[src/rtl/clk_sel_ctrl_pkg.sv]
// Shared types and constants for the clock-select sequencer.
package clk_sel_ctrl_pkg;

   typedef enum logic [1:0] {
      IDLE     = 2'd0,
      WAIT_OFF = 2'd1,
      WAIT_ON  = 2'd2,
      ACK      = 2'd3
   } state_t;

   // Safe post-reset mux configuration: source 0 selected and running.
   localparam logic RST_S   = 1'b0;
   localparam logic RST_CE0 = 1'b1;
   localparam logic RST_CE1 = 1'b0;

   // Width of a counter that must hold values up to and including settle.
   function automatic int cnt_width(input int settle);
      return $clog2(settle + 1);
   endfunction

endpackage

[src/rtl/settle_counter.sv]
// Loadable down-counter with zero flag; times both settle phases of a switch.
module settle_counter
   import clk_sel_ctrl_pkg::*;
#(
   parameter int SETTLE_CYCLES = 8,
   parameter int CW            = cnt_width(SETTLE_CYCLES)
) (
   input  logic CLK,
   input  logic RST,
   input  logic load,
   input  logic dec,
   output logic zero
);

   localparam logic [CW-1:0] RELOAD = CW'(SETTLE_CYCLES - 1);

   logic [CW-1:0] count_q;

   // Load wins over decrement; decrement saturates at zero.
   always_ff @(posedge CLK) begin
      if (RST) begin
         count_q <= '0;
      end else if (load) begin
         count_q <= RELOAD;
      end else if (dec && (count_q != '0)) begin
         count_q <= count_q - CW'(1);
      end
   end

   assign zero = (count_q == '0);

endmodule

[src/rtl/clk_sel_ctrl.sv]
// Glitch-free select sequencer for a two-input clock mux: gate old source,
// settle, flip select, settle, enable new source.
// Optional feature macro: CLKSEL_LOCK_EN adds a LOCK input that blocks
// acceptance of new requests while high.
// Handshake: a request transfers on a rising edge where REQ_VALID and
// REQ_READY are both high; REQ_VALID must be held until then.
module clk_sel_ctrl
   import clk_sel_ctrl_pkg::*;
#(
   parameter int SETTLE_CYCLES = 8
) (
   input  logic CLK,
   input  logic RST,
   input  logic REQ_VALID,
   input  logic REQ_SEL,
`ifdef CLKSEL_LOCK_EN
   input  logic LOCK,
`endif
   output logic REQ_READY,
   output logic S,
   output logic CE0,
   output logic CE1,
   output logic BUSY,
   output logic DONE
);

   state_t state_q, state_d;
   logic   s_q, s_d;
   logic   ce0_q, ce0_d;
   logic   ce1_q, ce1_d;
   logic   busy_q, busy_d;
   logic   done_q, done_d;
   logic   ready_q, ready_d;
   logic   sel_q, sel_d;
   logic   cnt_load, cnt_dec, cnt_zero;
   logic   accept;

`ifdef CLKSEL_LOCK_EN
   assign REQ_READY = ready_q & ~LOCK;
`else
   assign REQ_READY = ready_q;
`endif

   assign accept = REQ_VALID && REQ_READY;

   settle_counter #(.SETTLE_CYCLES(SETTLE_CYCLES)) u_settle (
      .CLK  (CLK),
      .RST  (RST),
      .load (cnt_load),
      .dec  (cnt_dec),
      .zero (cnt_zero)
   );

   // State and registered outputs.
   always_ff @(posedge CLK) begin
      if (RST) begin
         state_q <= IDLE;
         s_q     <= RST_S;
         ce0_q   <= RST_CE0;
         ce1_q   <= RST_CE1;
         busy_q  <= 1'b0;
         done_q  <= 1'b0;
         ready_q <= 1'b1;
         sel_q   <= RST_S;
      end else begin
         state_q <= state_d;
         s_q     <= s_d;
         ce0_q   <= ce0_d;
         ce1_q   <= ce1_d;
         busy_q  <= busy_d;
         done_q  <= done_d;
         ready_q <= ready_d;
         sel_q   <= sel_d;
      end
   end

   // Next state and next registered output values.
   always_comb begin
      state_d  = state_q;
      s_d      = s_q;
      ce0_d    = ce0_q;
      ce1_d    = ce1_q;
      busy_d   = busy_q;
      done_d   = 1'b0;
      ready_d  = ready_q;
      sel_d    = sel_q;
      cnt_load = 1'b0;
      cnt_dec  = 1'b0;
      case (state_q)
         IDLE: begin
            if (accept) begin
               ready_d = 1'b0;
               if (REQ_SEL == s_q) begin
                  done_d  = 1'b1;
                  state_d = ACK;
               end else begin
                  // Only the active source's enable can be high here.
                  if (s_q) ce1_d = 1'b0;
                  else     ce0_d = 1'b0;
                  sel_d    = REQ_SEL;
                  busy_d   = 1'b1;
                  cnt_load = 1'b1;
                  state_d  = WAIT_OFF;
               end
            end
         end
         WAIT_OFF: begin
            if (cnt_zero) begin
               s_d      = sel_q;
               cnt_load = 1'b1;
               state_d  = WAIT_ON;
            end else begin
               cnt_dec = 1'b1;
            end
         end
         WAIT_ON: begin
            if (cnt_zero) begin
               ce0_d   = ~s_q;
               ce1_d   = s_q;
               busy_d  = 1'b0;
               done_d  = 1'b1;
               ready_d = 1'b1;
               state_d = IDLE;
            end else begin
               cnt_dec = 1'b1;
            end
         end
         ACK: begin
            ready_d = 1'b1;
            state_d = IDLE;
         end
         default: state_d = IDLE;
      endcase
   end

   assign S    = s_q;
   assign CE0  = ce0_q;
   assign CE1  = ce1_q;
   assign BUSY = busy_q;
   assign DONE = done_q;

endmodule

[config.mk]
export PLATFORM = sky130hd
export DESIGN_NAME = clk_sel_ctrl
export DESIGN_NICKNAME = d
export VERILOG_FILES = /design/src/rtl/clk_sel_ctrl_pkg.sv /design/src/rtl/settle_counter.sv /design/src/rtl/clk_sel_ctrl.sv
export SDC_FILE = /design/constraint.sdc
export NUM_CORES = 1
export LEC_CHECK = 0
export ABC_AREA = 1
export CAP_MARGIN = 20
export CORE_ASPECT_RATIO = 0.8
export CORE_UTILIZATION = 25
export CTS_BUF_LIST = sky130_fd_sc_hd__clkbuf_8
export DETAILED_ROUTE_END_ITERATION = 8
export GPL_TIMING_DRIVEN = 0
export PLACE_DENSITY = 0.47
export SYNTH_ARGS = -nofsm -noshare
export SYNTH_HDL_FRONTEND = slang
export SYNTH_HIERARCHICAL = 1
export SYNTH_SLANG_ARGS = --single-unit
[constraint.sdc]
create_clock -name CLK -period 3.7 [get_ports CLK]
set_input_delay 0.555 -clock CLK [delete_from_list [all_inputs] [get_ports CLK]]
set_output_delay 0.555 -clock CLK [all_outputs]
set_load 0.01 [all_outputs]
### After elaboration in Yosys (flattened, before gate mapping)

Cells that the tools add are included.

| storage, ports and cells | value |
|---|---|
| bits in registers | 13 |
| input port bits | 4 |
| output and inout bits | 6 |
| logic and storage cells | 73 |

| operators by class | value |
|---|---|
| add/subtract/negate cells | 1 |
| equality and inequality tests | 10 |
| mux-type cells | 33 |
| bitwise operators | 2 |
| reduce and logical (&&, ||, !) cells | 17 |

Operators by type and width:

| cell | count |
|---|---|
| two-way mux 1 bit | 20 |
| != test 2 bit (second input constant) | 6 |
| case mux 1 bit (2 select lines) | 5 |
| AND reduction 5 bit | 2 |
| AND reduction 3 bit | 3 |
| two-way mux 2 bit | 4 |
| case mux 2 bit (4 select lines) | 1 |
| two-way mux 3 bit | 2 |
| equality test 2 bit (second input constant) | 2 |
| zero test 4 bit | 1 |
| AND reduction 4 bit | 1 |
| nonzero test 2 bit | 2 |
| nonzero test 4 bit | 1 |
| OR reduction 2 bit | 2 |
| subtractor 4 x 1 -> 4 bit (second input constant) | 1 |
| case mux 1 bit (3 select lines) | 1 |
| nonzero test 3 bit | 1 |
| equality test 2 x 1 -> 1 bit (second input constant) | 1 |
| logical AND 1 bit | 2 |
| zero test 2 bit | 1 |
| NOT 1 bit | 2 |
| AND reduction 2 bit | 1 |
| equality test 1 bit | 1 |

### Longest topological paths before layout

| logic depth | value |
|---|---|
| word-level depth | 6 |
| gate-level depth with buffers | 12 |
| mapped depth without buffers | 12 |

### Hierarchy

The synthesis kept the hierarchy.

By module, submodules not included:

| module | instances | cells each | area each (um^2) | sequential area each (um^2) |
|---|---|---|---|---|
| clk_sel_ctrl | 1 | 88 | 618.1 | 180.2 |
| settle_counter | 1 | 41 | 261.5 | 80.1 |

### Worst setup path after synthesis

No wires, ideal clock.

| path | value |
|---|---|
| kind | reg2reg |
| start point | register u_settle.count_q[0] |
| end point | register u_settle.count_q[2] |
| library setup time | 0.113 ns |
| arrival time | 1.350 ns |
| required time | 3.587 ns |
| setup slack | 2.237 ns |
| stages on the path, launching flop included | 9 |
| buffers on the path | 0 |
| clock period less this slack | 1.463 ns |
| cell sequence | dfxtp_1 inv_2 ha_1 nand2_2 inv_1 nor2_1 a21oi_1 o21ai_1 inv_1 |

| between the ends | value |
|---|---|
| longest elaborated chain between the ends | 5 |
| elaborated cells on any way between the ends | 11 |
| classes of those cells | add/sub (1); mux (6); reduce/logical (4) |

Ends and longest elaborated chain:

| what | RTL line | source |
|---|---|---|
| start, declared | settle_counter.sv:17 | `logic [CW-1:0] count_q;` |
| start signal, assigned | settle_counter.sv:26 | `count_q <= count_q - CW'(1);` |
| zero test 4 bit | settle_counter.sv:30 | `assign zero = (count_q == '0);` |
| via cnt_zero | clk_sel_ctrl.sv:35 | `logic cnt_load, cnt_dec, cnt_zero;` |
| two-way mux 1 bit | clk_sel_ctrl.sv:108, clk_sel_ctrl.sv:117 |  |
| two-way mux 1 bit | - |  |
| via cnt_dec | clk_sel_ctrl.sv:35 |  |
| logical AND 1 bit | settle_counter.sv:25 | `end else if (dec && (count_q != '0)) begin` |
| nonzero test 2 bit (no source line) | - |  |

The timed path passes the listed nets, and every way through them passes these cells. The select of a mux whose other input is x is not followed.
A chain may end at the register's enable or synchronous reset.

### Worst setup path after layout

| path | value |
|---|---|
| start point | register s_q, in the netlist S |
| end point | output port S |

RTL lines:

| what | RTL line | source |
|---|---|---|
| start, declared | clk_sel_ctrl.sv:28 | `logic s_q, s_d;` |
| start signal, assigned | clk_sel_ctrl.sv:58 | `s_q <= RST_S;` |
| start signal, assigned | clk_sel_ctrl.sv:67 | `s_q <= s_d;` |
| end, declared | clk_sel_ctrl.sv:20 | `output logic S,` |

No word-level cell between the ends.

==> metrics.md <==
| Metric | Value |
|---|---|
| Status | finished, final reports clean |
| H-tree depth | 1 |
| # nets final | ~160 |
| Skew final | between 0.002 and 0.0025 ns |
| DRC | 0 |
| Initial core utilization | 0.273 |
| TritonCTS Buffers | 3 |
| Largest net degree at the start of global routing | 9 |
| Reg area | between 200 and 300 µm² |
| Drt first pass iters | 4 |
| Number of routed nets with antenna violations | 0 |
| Post-DP Area | 0.00102 mm² |
| Post-synth EDFFs | 0 |
| IO buf count | 9 |
| Pwr Density | around 850 mW/mm² |
| Routed len/inst | 10.4 µm |
| Post-route minimum period | ~1.8 ns |
| Syn. warnings | 6 |
| Post-CTS setup buffer count | 0 |
| Bufs and invs on worst path | 1 |
| Clock tree buffer depth | 2 |
| Vias | just over 800 |
| Synth-to-Final Area Change | 21.1% |
| Final slew viol count | 0 |
| Leak pwr | 0.506 nW |
| Die W | 68.3 µm |
| Fin crit share | 0.490 |
| Core area | about 0.0032 mm² |
| Yosys reg bits | 13 |
| Final cell utilization of the core | 0.331 |
| Initial antenna violation count | 0 |
| Crit Path Max Fanout | 6 |
| Inst Count DP | around 180 |
| Ratio of cells with drive above 1 in the final layout | 0.169 |
| Maximum vdd drop | ~0.19 mV |
| Global route total overflow | 0 |
| Pint | ~0.48 mW |
| Critical path, cell by cell | clkdlybuf4s50_1 |
| Crit. End Element | primary output |
| CTS tree | yes |
| Critical path's largest stage delay | approximately 0.57 ns |
| Psw | approximately 0.42 mW |
| Logic pwr share | 0.599 |
| Reg clk slew, reported paths | 0.06 ns |
| ANT cells | 0 |
| Asr flop ratio synth | 0 |
| Sw Share | 0.471 |
| Cell area after layout | 0.00106 mm² |
| Syn Inst Count | ~130 |
| Startpoint types | register |
| Io pins | 10 |
| Worst slew pin tran | between 0.4 and 0.5 ns |
| Final Instance Count excl. Fillers | between 150 and 200 |
| Count of cell types in the netlist | 21 |
| Placed wire-length estimate | approximately 1400 µm |
| Pre-CTS setup slack | ~1.8 ns |
| Wire length of the first global-routing pass | 3170 µm |
| Final worst setup slack | around 1.9 ns |
| Worst Min Path Start | CE0 |
| Fillers | 350 |
| Multi-input logic area | around 530 µm² |
| Sequential power share | 0.258 |
| Most used DFF post-synth | dfxtp_1 |
| Critical Path Start | S |
| Hold Path Class | register to register |
| Clock root buffer | clkbuf_8 |
| Mapped Area | ~880 µm² |
| R2R Path Start | u_settle/count_q[0] |
| Final WL | approximately 1900 µm |
| Clk sink count | 13 |
| RSZ-0062 raised after global routing | false |
| Cells resized by post-CTS repair | 0 |
| Vias in the first global route | 688 |
| Cts hold-fix bufs | 0 |
| Top Family by Delay on Critical Path | buffers and inverters |
| Syn nets | 141 |
| Worst skew pair latency | about 0.24 ns |
| Total GRT Usage | 0.119 |
| Post-route setup TNS | 0 ns |
| Max-cap violations | 0 |
| CP arrival | approximately 1.3 ns |
| Row cnt | 18 |
| Normalized max-slew margin | 0.698 |
| Drt initial violations | 73 |
| Fmax | 0.552 GHz |
| Crit path max-delay cell type | clkdlybuf4s50_1 |
| Setup CP Type | register to primary output |
| Vias/cell | between 4 and 5 |
| Clock power share | 0.143 |
| Die ar. | between 0.003 and 0.004 mm² |
| GPL Wtd Cong | 0.776 |
| Worst Path Required | about 3.1 ns |
| Fin. Hold Viols | 0 |
| Avg Cell Area, Syn | 6.82 µm² |
| Sequential share of the synthesized area | 0.296 |
| Die Ht | 55.1 µm |
| Setup-failing EPs final | 0 |
## synth_stat cells, types with 2 or more instances
cell	instances	share of area
nand2_2	8	0.057
nor2_1	13	0.055
ha_1	8	0.11
inv_1	16	0.068
a21oi_2	2	0.020
nand2_4	2	0.026
nand3_1	10	0.057
dfxtp_1	13	0.30
nand2_1	28	0.12
o21ai_0	2	0.011
a21oi_1	8	0.046
nand4_1	3	0.021
o21ai_1	4	0.023
inv_2	5	0.021
## power by group through the flow
stage,clock network [mW],logic (mW),registers [mW]
final,0.129,0.540,0.232
after global routing,0.141,0.620,0.239
after CTS,0.135,0.542,0.232
after detailed placement,0,0.538,0.236
after global placement,0,0.534,0.233
after floorplan,0,0.393,0.242
## path summary, 6_finish.rpt
kind | end | slack, ns | cells after the start
hold reg to reg | CE0 | 0.46 | 2
hold / removal | CE0 | 0.46 | 2
setup / recovery | S | 1.89 | 1
setup reg to reg | u_settle/count_q[2] | 2.03 | 8
## sequential cells by signal, summed over array words and instances (netlist names)
signal and flops:
CE0 1, BUSY 1, REQ_READY 1, u_settle/count_q 4, S 1, CE1 1, DONE 1, state_q 2
sel_q 1
## metal layers
layer / GRT usage / part of all wire / vias to the layer above
met5: 0 / 0 / -
met1: 0.171 / 0.54 / 373
met2: 0.158 / 0.41 / 15
li1: - / - / 433
met4: 0.0417 / 0.014 / 0
met3: 0.0430 / 0.040 / 2
## worst min-delay path, cell delays in order, from the launching register on
cell and delay [ns]:
dfxtp_1 0.33, nand2_1 0.06, nand3_1 0.05
## logic make-up (layout without fill, tap and decap cells)
kind of cell | Yosys count | after routing | synth area share
buffers and inverters | 23 | 36 | 0.102
AND/OR/NAND/NOR | 67 | 67 | 0.363
AO/OA/AOI/OAI | 18 | 18 | 0.125
adder cells (fa/ha/maj) | 8 | 8 | 0.114
flip-flops | 13 | 13 | 0.296
## area by class of cell
| type | count | area share |
|---|---|---|
| flip-flops and latches | 13 | 0.244 |
| multi-input cells | 93 | 0.497 |
| inverters | 22 | 0.0776 |
| clock buffers | 3 | 0.0388 |
| clock inverters | 1 | 0.00353 |
| plain buffers | 1 | 0.00705 |
| well taps | 40 | 0.0470 |
| repair buffers | 9 | 0.0846 |
## per-stage QoR
| step | power [mW] | hold slack (ns) |
|---|---|---|
| 2_1_floorplan | 0.634 | 0.432 |
| 3_3_place_gp | 0.767 | 0.438 |
| 3_5_place_dp | 0.774 | 0.449 |
| 4_1_cts | 0.909 | 0.462 |
| 5_1_grt | 1.00 | 0.484 |
| 6_report | 0.902 | 0.463 |
## cells in the final DEF, fill, tap and decap left out
cell,count
nand3b_1,1
nand2_4,2
clkinv_1,1
nand2_2,8
dfxtp_1,13
nand3_2,1
inv_2,5
a31oi_1,1
nor2_2,1
nor2_1,13
a21oi_1,8
clkdlybuf4s50_1,9
nand3_1,10
nand2_1,28
a21oi_4,1
clkbuf_8,3
buf_4,1
inv_1,17
o21ai_1,4
nand4_1,3
o21ai_0,2
a21oi_2,2
ha_1,8
Power figures use the tool's default switching activity.
